$ cat config.mk
export PLATFORM = sky130hd
export DESIGN_NAME = mod_counter_flat
export DESIGN_NICKNAME = d
export VERILOG_FILES = /design/src/rtl/mod_counter_if.sv /design/src/rtl/mod_counter.sv /design/src/flat_wrapper.sv
export SDC_FILE = /design/constraint.sdc
export NUM_CORES = 1
export LEC_CHECK = 0
export CAP_MARGIN = 30
export CORE_MARGIN = 5
export CORE_UTILIZATION = 53
export CTS_BUF_LIST = sky130_fd_sc_hd__clkbuf_2
export CTS_CLUSTER_DIAMETER = 100
export DETAILED_ROUTE_END_ITERATION = 7
export PLACE_DENSITY = 0.87
export SLEW_MARGIN = 30
export SYNTH_ARGS = -nofsm -noshare
export SYNTH_HDL_FRONTEND = slang
export SYNTH_SLANG_ARGS = --single-unit
export TNS_END_PERCENT = 50
$ cat constraint.sdc
create_clock -name clk -period 5.31 [get_ports clk]
set_input_delay 0.531 -clock clk [delete_from_list [all_inputs] [get_ports clk]]
set_output_delay 0.531 -clock clk [all_outputs]
set_load 0.02 [all_outputs]
$ cat src/rtl/mod_counter_if.sv
// Control and status bundle for the mod_counter block.
// The master drives the step/load controls and the slave reports the count and limit flags.
interface mod_counter_if #(
  parameter int WIDTH = 5
);
  logic             clear;
  logic             load;
  logic [WIDTH-1:0] load_val;
  logic             en;
  logic             dir;
  logic [WIDTH-1:0] max_in;
  logic [WIDTH-1:0] count;
  logic             at_max;
  logic             at_zero;
  logic             term;

  modport master (
    output clear, load, load_val, en, dir, max_in,
    input  count, at_max, at_zero, term
  );

  modport slave (
    input  clear, load, load_val, en, dir, max_in,
    output count, at_max, at_zero, term
  );
endinterface

$ cat src/rtl/mod_counter.sv
// Up/down modulo counter with run-time modulus, parallel load, wrap/saturate limits
// and a registered one-cycle terminal pulse; used for grid stepping, scoring and prescaling.
module mod_counter #(
  parameter int WIDTH    = 5,
  parameter bit SATURATE = 1'b0
) (
  input logic        clk,
  input logic        rst,
  mod_counter_if.slave bus
);
  logic [WIDTH-1:0] count_q;
  logic             term_q;
  logic [WIDTH-1:0] load_clamped;

  assign load_clamped = (bus.load_val > bus.max_in) ? bus.max_in : bus.load_val;

  // Priority is clear > load > en > hold; term only rises on a limit event.
  always_ff @(posedge clk or posedge rst) begin
    if (rst) begin
      count_q <= '0;
      term_q  <= 1'b0;
    end else if (bus.clear) begin
      count_q <= '0;
      term_q  <= 1'b0;
    end else if (bus.load) begin
      count_q <= load_clamped;
      term_q  <= 1'b0;
    end else if (bus.en) begin
      if (bus.dir) begin
        if (count_q >= bus.max_in) begin
          count_q <= SATURATE ? bus.max_in : '0;
          term_q  <= 1'b1;
        end else begin
          count_q <= count_q + 1'b1;
          term_q  <= 1'b0;
        end
      end else begin
        // A count stranded above a lowered max_in re-enters at max_in without a limit event.
        if (count_q > bus.max_in) begin
          count_q <= bus.max_in;
          term_q  <= 1'b0;
        end else if (count_q == '0) begin
          count_q <= SATURATE ? '0 : bus.max_in;
          term_q  <= 1'b1;
        end else begin
          count_q <= count_q - 1'b1;
          term_q  <= 1'b0;
        end
      end
    end else begin
      term_q <= 1'b0;
    end
  end

  assign bus.count   = count_q;
  assign bus.term    = term_q;
  assign bus.at_max  = (count_q >= bus.max_in);
  assign bus.at_zero = (count_q == '0);
endmodule
$ cat src/flat_wrapper.sv
// flat-port wrapper written by rule: the top's interface ports become plain ports
module mod_counter_flat 
#(
  parameter int WIDTH    = 5,
  parameter bit SATURATE = 1'b0
)
  (clk, rst, bus_clear, bus_load, bus_load_val, bus_en, bus_dir, bus_max_in, bus_count, bus_at_max, bus_at_zero, bus_term);
  mod_counter_if #(.WIDTH(WIDTH)) bus_i ();
  input logic clk;
  input logic rst;
  input wire logic [$bits(bus_i.clear)-1:0] bus_clear;
  input wire logic [$bits(bus_i.load)-1:0] bus_load;
  input wire logic [$bits(bus_i.load_val)-1:0] bus_load_val;
  input wire logic [$bits(bus_i.en)-1:0] bus_en;
  input wire logic [$bits(bus_i.dir)-1:0] bus_dir;
  input wire logic [$bits(bus_i.max_in)-1:0] bus_max_in;
  output wire logic [$bits(bus_i.count)-1:0] bus_count;
  output wire logic [$bits(bus_i.at_max)-1:0] bus_at_max;
  output wire logic [$bits(bus_i.at_zero)-1:0] bus_at_zero;
  output wire logic [$bits(bus_i.term)-1:0] bus_term;
  assign bus_i.clear = bus_clear;
  assign bus_i.load = bus_load;
  assign bus_i.load_val = bus_load_val;
  assign bus_i.en = bus_en;
  assign bus_i.dir = bus_dir;
  assign bus_i.max_in = bus_max_in;
  assign bus_count = bus_i.count;
  assign bus_at_max = bus_i.at_max;
  assign bus_at_zero = bus_i.at_zero;
  assign bus_term = bus_i.term;
  mod_counter #(.WIDTH(WIDTH), .SATURATE(SATURATE)) u_core (.clk(clk), .rst(rst), .bus(bus_i));
endmodule
======== Yosys cells after proc, flatten, opt, wreduce, memory -nomap -nowiden ========
Index checks and enable logic that the tools add are counted.
storage, ports and cells
  register bits ........................... 6
  logic and storage cells ................. 24
  input port bits ......................... 16
  output and inout bits ................... 8
operators by class
  mux-type cells .......................... 15
  order comparisons ....................... 3
  add/sub/neg operators ................... 2
  reduce and logical (&&, ||, !) cells .... 2
operators by type and width
  kind                 count
  $mux 5               8
  $gt 5x5->1           2
  $mux 1               7
  $add 5x1->5 const B  1
  $ge 5x5->1           1
  $logic_not 5->1      1
  $sub 5x1->5 const B  1
  $reduce_bool 3->1    1

======== Logic depth before layout (Yosys ltp) ========
  word-level depth ........................ 7
  mapped depth ............................ 9
  mapped depth without buffers ............ 9

======== Worst setup path before layout ========
No wires, ideal clock.
  path type ............................... input-to-reg
  start ................................... input port bus_max_in[4]
  end ..................................... register u_core.count_q[2], in the netlist u_core.bus.count[2]
  required time ........................... 5.184 ns
  slack ................................... 3.140 ns
  stages .................................. 6
  library setup time ...................... 0.126 ns
  path buffers ............................ 0
  data arrival time ....................... 2.044 ns
  cells stage by stage .................... inv_1 -> ha_1 -> and3_2 -> a32oi_4 -> mux2_4 -> a221o_1
on the way
  longest elaborated chain between the ends .. 6
  elaborated cells on any way between the ends .. 10
  classes of those cells .................. 3 x order compare; 7 x mux
ends and longest elaborated chain
  item                                      RTL line                              text
  start: declaration                        flat_wrapper.sv:16                    input wire logic [$bits(bus_i.max_in)-1:0] bus_max_in;
  $gt 5x5->1 or $ge 5x5->1 (tied branches)  mod_counter.sv:39, mod_counter.sv:30
  $mux 5, on equally long branches          mod_counter.sv:39, mod_counter.sv:30
  $mux 5                                    mod_counter.sv:29                     if (bus.dir) begin
  $mux 5                                    mod_counter.sv:28                     end else if (bus.en) begin
  $mux 5 *                                  mod_counter.sv:25                     end else if (bus.load) begin
  $mux 5 *                                  mod_counter.sv:22                     end else if (bus.clear) begin
  end signal: assignment                    mod_counter.sv:26                     count_q <= load_clamped;
  end signal: assignment                    mod_counter.sv:31                     count_q <= SATURATE ? bus.max_in : '0;
  end signal: assignment                    mod_counter.sv:34                     count_q <= count_q + 1'b1;
  end: declaration                          mod_counter.sv:11                     logic [WIDTH-1:0] count_q;
Mark *: on every way between the ends. The rest lies on a longest branch, timed or not. The select of a mux whose other input is x is not followed.
A chain may end at the register's enable or synchronous reset.

======== Final worst setup path ========
  start ................................... input port bus_max_in[1]
  end ..................................... output port bus_at_max
on the way
  longest elaborated chain between the ends .. 1
ends and longest elaborated chain
  item              RTL line            text
  $ge 5x5->1        mod_counter.sv:57   assign bus.at_max = (count_q >= bus.max_in);
  end: declaration  flat_wrapper.sv:18  output wire logic [$bits(bus_i.at_max)-1:0] bus_at_max;
No other way between the ends.

==> summary.txt <==
Floorplan
  • # rows: 14
  • Die X: 50.60 um
  • Top-level port count: 24
  • Initial core utilization: 56.66%
  • Die H: 50.60 um
  • Die area: 2560 um2
  • CORE AREA: 1541 um2

STA
  • Worst slew margin: 64.59%
  • RSZ-0062 raised after global routing: false
  • Max Clk Rate: 326.7 MHz
  • Tcrit/Tclk final: 57.64%
  • Clock skew: 0.0004868 ns
  • Slew Limit Fails: 0
  • Final setup viols: 0
  • Total Neg Setup Slack: 0 ns
  • Hold Vio Cnt, Final: 0
  • Final min period: 3.061 ns
  • Slew @ Worst Pin: 0.5271 ns

Final layout
  • Design Area, Final: 1126 um2
  • Core Util, Final: 73.05%
  • # fillers: 131
  • Fin nets: 155
  • Area of the multi-input gates: 676.9 um2
  • Reg area: 150.1 um2
  • # diodes: 0
  • Layout area overhead: 28.94%
  • Share of cells above drive strength 1: 10.40%

Routing
  • ANT nets after route: 0
  • DRC viols: 0
  • Final WL: 2.159 mm
  • Iteration-0 DRC Markers: 26
  • Via count: 891
  • Mean routed wirelength per cell: 15.31 um
  • Vias per inst: 6.319
  • Drt pass-1 iters: 4

Setup path
  • Crit path kind: in2out
  • Setup crit end kind: primary output
  • CP Cell Sequence: clkdlybuf4s50_1 -> inv_1 -> ha_1 -> nand2b_1 -> a21oi_2 -> o22a_1 -> clkdlybuf4s50_1
  • Worst setup SP type: input pin
  • Most frequent CP cell: clkdlybuf4s50_1
  • R2r setup slk: 3.18 ns
  • Critical Path Slowest Stage Cell: clkdlybuf4s50_1
  • FF-to-FF End: u_core.bus.count[3]$_DFFE_PP0P_
  • CP max stage delay: 0.60 ns
  • CP Data Arrival Time: 2.53 ns
  • R2R depth: 7
  • R2R Path Start: u_core.bus.count[2]$_DFFE_PP0P_
  • Max Fanout on Critical Path: 3
  • CP required: 4.78 ns

Clock network
  • Setup Fix Bufs, Post-CTS: 0
  • Cts hold-fix bufs: 0
  • CTS Root Cell: clkbuf_2
  • H-tree level count: 1
  • Cts repair resizes: 0
  • CTS clock-pin slew for the worst setup and hold paths: 0.05 ns
  • Cts bufs inserted: 3
  • Clock latency on the worst-skew pair: 0.22 ns
  • Worst-case clock buffer depth: 2
  • CTS Sinks: 6
  • CTS tree: built

Yosys
  • Distinct cell type count after synthesis: 41
  • Post-synth ARST share: 100.0%
  • Post-Syn Nets: 130
  • Post-Syn Instances: 102
  • Synth Area per Inst: 8.562 um2
  • Post-synth EDFFs: 0
  • Largest area contributor in the netlist: dfrtp_1
  • Largest cells by area after synthesis: dfrtp_1 (17%), ha_1 (17%), mux2i_1 (6.9%), nor2_1 (4.7%), inv_1 (3.9%)
  • Ys Warns: 0
  • Area share of the largest cell type after synthesis: 17.19%
  • Mapped Area: 873.3 um2
  • Register area share after synthesis: 17.19%
  • Main flop type after synthesis: dfrtp_1
  • Commonest cells post-synth: ha_1 (12), nor2_1 (11), inv_1 (9)
  • Yosys reg bits: 6
  • Most common cell in the netlist: ha_1

Pwr
  • Total power: 0.2348 mW
  • Cell area power density: 208.5 nW/um2
  • Peak supply drop: 0.09309 mV
  • Leak pwr: 0.5036 nW

Global route
  • Total track usage: 17.45%
  • Grt ovf: 0
  • Initial antenna violation count: 0
  • First-pass GRT wire length: 3.553 mm
  • Largest net degree at the start of global routing: 13
  • Vias in the first global route: 844

Place
  • IO Port Bufs: 23
  • Placer Congestion: 0.9130
  • DP HPWL: 1.802 mm
  • Post-DP Area: 1111 um2

Worst hold path
  • Min-Delay Path Class: in2async

Run
  • Max-cap violations: 0

Run status
  • Status: completed
cell usage in the layout (no fill, tap or decap), types with 3 or more instances in the layout:
cell,n
nand3_1,4
clkbuf_2,3
mux2i_1,6
a22oi_1,3
ha_1,12
clkdlybuf4s50_1,23
nand2_1,6
nor2_1,11
dfrtp_1,6
mux2_2,3
inv_1,9
power breakdown:
part / total, mW / internal [mW] / switching, mW / leakage, nW
clock network: 0.0306 / 0.0153 / 0.0153 / 0.0125
registers: 0.0612 / 0.0507 / 0.0105 / 0.0791
logic: 0.143 / 0.0692 / 0.0739 / 0.412
kinds of logic (layout without fill, tap and decap cells):
logic type	count (synthesis)	after routing	share of synthesized area, %
AO/OA/AOI/OAI	26	26	26.36
XOR/XNOR	4	4	4.012
adder cells (fa/ha/maj)	12	12	17.19
buffers and inverters	12	35	5.299
flip-flops	6	6	17.19
multiplexers	10	10	12.46
AND/OR/NAND/NOR	32	32	17.48
stage by stage:
| step | worst slack (ns) | instances | hold WS [ns] |
|---|---|---|---|
| 6_report | 2.249 | 141 | 0.5169 |
| 3_3_place_gp | 2.307 | 138 | 0.6457 |
| 5_1_grt | 2.142 | 141 | 0.5274 |
| 2_1_floorplan | 3.140 | 102 | 0.3220 |
| 4_1_cts | 2.260 | 141 | 0.5186 |
| 3_5_place_dp | 2.254 | 138 | 0.6557 |
cell type report:
class	count	area share (%)
multi-input cells	84	60.11
repair buffers	23	20.44
flip-flops and latches	6	13.33
inverters	9	3.000
well taps	16	1.778
clock buffers	3	1.333
worst max path at each step:
stage | from | end | depth (start not counted)
after floorplan | bus_max_in[4] | u_core.bus.count[2]$_DFFE_PP0P_ | 6
after global placement | bus_max_in[1] | bus_at_max | 7
after detailed placement | bus_max_in[1] | bus_at_max | 7
after CTS | bus_max_in[1] | bus_at_max | 7
after global routing | bus_max_in[1] | bus_at_max | 7
final | bus_max_in[1] | bus_at_max | 7
sequential cells by signal, summed over array words and instances (netlist names):
register	count
u_core.bus.term	1
u_core.bus.count	5
routing by layer:
metal	vias to the layer above	part of all wire, %	track usage, %
met4	0	4.2	8.511
met2	59	49	29.75
met1	392	39	20.60
met3	17	8.0	3.254
met5	-	0	0
li1	423	-	-
worst max-delay path, delay by kind of cell:
family	cells	cell delay (ns)
buf+inv	3	1.17
compound gates	2	0.45
fa+ha+maj	1	0.30
simple gates	1	0.07
(Power assumes the default switching activity.)
==> edit: new RTL, same flow settings <==
`SATURATE` is set to 1'b0 in 2 places; all go to 1'b1.
--- a/src/rtl/mod_counter.sv
+++ b/src/rtl/mod_counter.sv
@@ -3,5 +3,5 @@
 module mod_counter #(
   parameter int WIDTH    = 5,
-  parameter bit SATURATE = 1'b0
+  parameter bit SATURATE = 1'b1
 ) (
   input logic        clk,
--- a/src/flat_wrapper.sv
+++ b/src/flat_wrapper.sv
@@ -3,5 +3,5 @@
 #(
   parameter int WIDTH    = 5,
-  parameter bit SATURATE = 1'b0
+  parameter bit SATURATE = 1'b1
 )
   (clk, rst, bus_clear, bus_load, bus_load_val, bus_en, bus_dir, bus_max_in, bus_count, bus_at_max, bus_at_zero, bus_term);
Check against the original RTL: not equivalent (Yosys sat finds a counterexample within 4 cycles, from zero or initial values and one cycle with rst high).
==> edit against the original RTL <==
Non-clock buffer count unchanged; cell area rose by 7.4%; via count grew 7.9%; setup slack lost 0.21 ns; sequential cell count stayed put; total power is 2.2% higher; wire length grew 25%; area after synthesis grew 11%; utilization down 3.0 points; combinational power grew 3%; largest cell class unchanged.
==> edit: results (changes against the original RTL) <==
INFO  metric run_status = complete, no violations
INFO  metric postSynthCellCount = 116 (+14%)
INFO  metric muxShareOfSynthArea = 0.0984 (-0.0262)
INFO  metric rr_startpoint = u_core.bus.count[0]
INFO  metric max-vdd-ir-drop = 0.138 mV (+48%)
INFO  metric groute.layer.met3.usage = 0.0171 (-0.0155)
INFO  metric ys_top_cells_by_count = sky130_fd_sc_hd__ha_1, sky130_fd_sc_hd__inv_1, sky130_fd_sc_hd__nor2_1, sky130_fd_sc_hd__a21oi_1, sky130_fd_sc_hd__dfrtp_1
INFO  metric cts_htree_levels = 1 (unchanged)
INFO  metric fin_nets = 166 (+7.1%)
INFO  metric grt_first_pass_wirelength = 4470 um (+26%)
INFO  metric post_detailed_route_wirelength_per_cell = 16.8 um (+9.8%)
INFO  metric cts_post_setup_buffers_inserted = 0 (unchanged)
INFO  metric critPathArrivalTime = 2.74 ns (+0.21 ns)
INFO  metric synthDistinctLibCells = 46 (+12%)
INFO  metric fin_skew = 0.00429 ns (+0.00381 ns)
INFO  metric largest_net_degree_at_the_start_of_global_routing = 14 (+1)
INFO  metric synth-seq-area-share = 0.155 (-0.0165)
INFO  metric power.static_leakage = 0.000531 uW (+5.5%)
INFO  metric gr-usage-met1 = 0.260 (+0.0538)
INFO  metric syn-num-nets = 144 (+11%)
INFO  metric synth_compound_gate_area_share = 0.262 (-0.00195)
INFO  metric yosys.area_share.xor_xnor = 0.0272 (-0.0129)
INFO  metric placed_cell_area = 1190 sq um (+7.5%)
INFO  metric r2r.worst_path.cells = 8 (+1)
INFO  metric vias = 961 (+7.9%)
INFO  metric drc_violation_total_after_the_first_tritonroute_iteration = 37 (+42%)
INFO  metric synth-adder-area-share = 0.155 (-0.0165)
INFO  metric hold-worst-slack = 0.539 ns (+0.0217 ns)
INFO  metric crit-reg2reg-capture = u_core.bus.count[3]
INFO  metric global_route.usage.total = 0.220 (+0.0453)
INFO  metric drt-vias-per-instance = 5.97 (-5.5%)
INFO  metric timing.reg2reg.setup_slack = 2.85 ns (-0.33 ns)
INFO  metric filler_cell_count = 144 (+9.9%)
INFO  metric timing.slew.headroom = 0.708 (+0.0621)
INFO  metric hpwlAfterDp = 2260 um (+25%)
INFO  metric crit_path_max_cell_delay = 0.69 ns (+0.09 ns)
INFO  metric ratio_of_cells_with_drive_above_1_in_the_final_layout = 0.118 (+0.0136)
INFO  metric path_max_fanout = 13 (+10)
[edit: cell type report]
| cell class | instances | area (sq um) | share of cell area |
|---|---|---|---|
| Inverter | 11 | 41.3 | 0.0341 |
| Tap cell | 25 | 31.3 | 0.0259 |
| Multi-Input combinational cell | 93 | 742 | 0.613 |
| Sequential cell | 6 | 150 | 0.124 |
| Timing Repair Buffer | 23 | 230 | 0.190 |
| Clock buffer | 3 | 15.0 | 0.0124 |
[edit: worst max path at each step]
stage | startpoint | to | depth (start not counted) | slack [ns]
CTS | bus_max_in[2] | bus_at_max | 7 | 2.06
global route | bus_max_in[1] | bus_at_max | 7 | 1.96
detailed placement | bus_max_in[2] | bus_at_max | 7 | 2.07
finish | bus_max_in[2] | bus_at_max | 7 | 2.04
floorplan | bus_max_in[2] | u_core.bus.count[0] | 8 | 3.11
global placement | bus_max_in[1] | bus_at_max | 7 | 2.11
[edit: per-layer routing]
metal | vias up | routed length, um
li1 | 471 | -
met2 | 41 | 1420
met1 | 441 | 1090
met4 | 0 | 65
met3 | 8 | 132
met5 | - | 0
[edit: logic make-up (layout without fill, tap and decap cells)]
logic type | Yosys count | after routing
xor gates and xnor gates | 3 | 3
AOI/OAI and AO/OA | 31 | 31
DFF | 6 | 6
adders and majority gates | 12 | 12
buffers and inverters | 17 | 37
and+or+nand+nor | 38 | 38
muxes | 9 | 9
[edit: report_power, final]
part | switching (uW) | leakage (uW) | internal, uW
combinational | 76.4 | 0.000440 | 70.9
clock | 14.9 | 0.0000125 | 15.3
sequential | 12.4 | 0.0000786 | 50.2
total | 104 | 0.000531 | 136
[edit: through the flow]
| stage | utilization | setup slack (ns) |
|---|---|---|
| after global placement | 0.692 | 2.11 |
| after floorplan | - | 3.11 |
| after detailed placement | 0.692 | 2.07 |
| after global routing | 0.701 | 1.96 |
| after CTS | 0.701 | 2.06 |
| final | 0.701 | 2.04 |
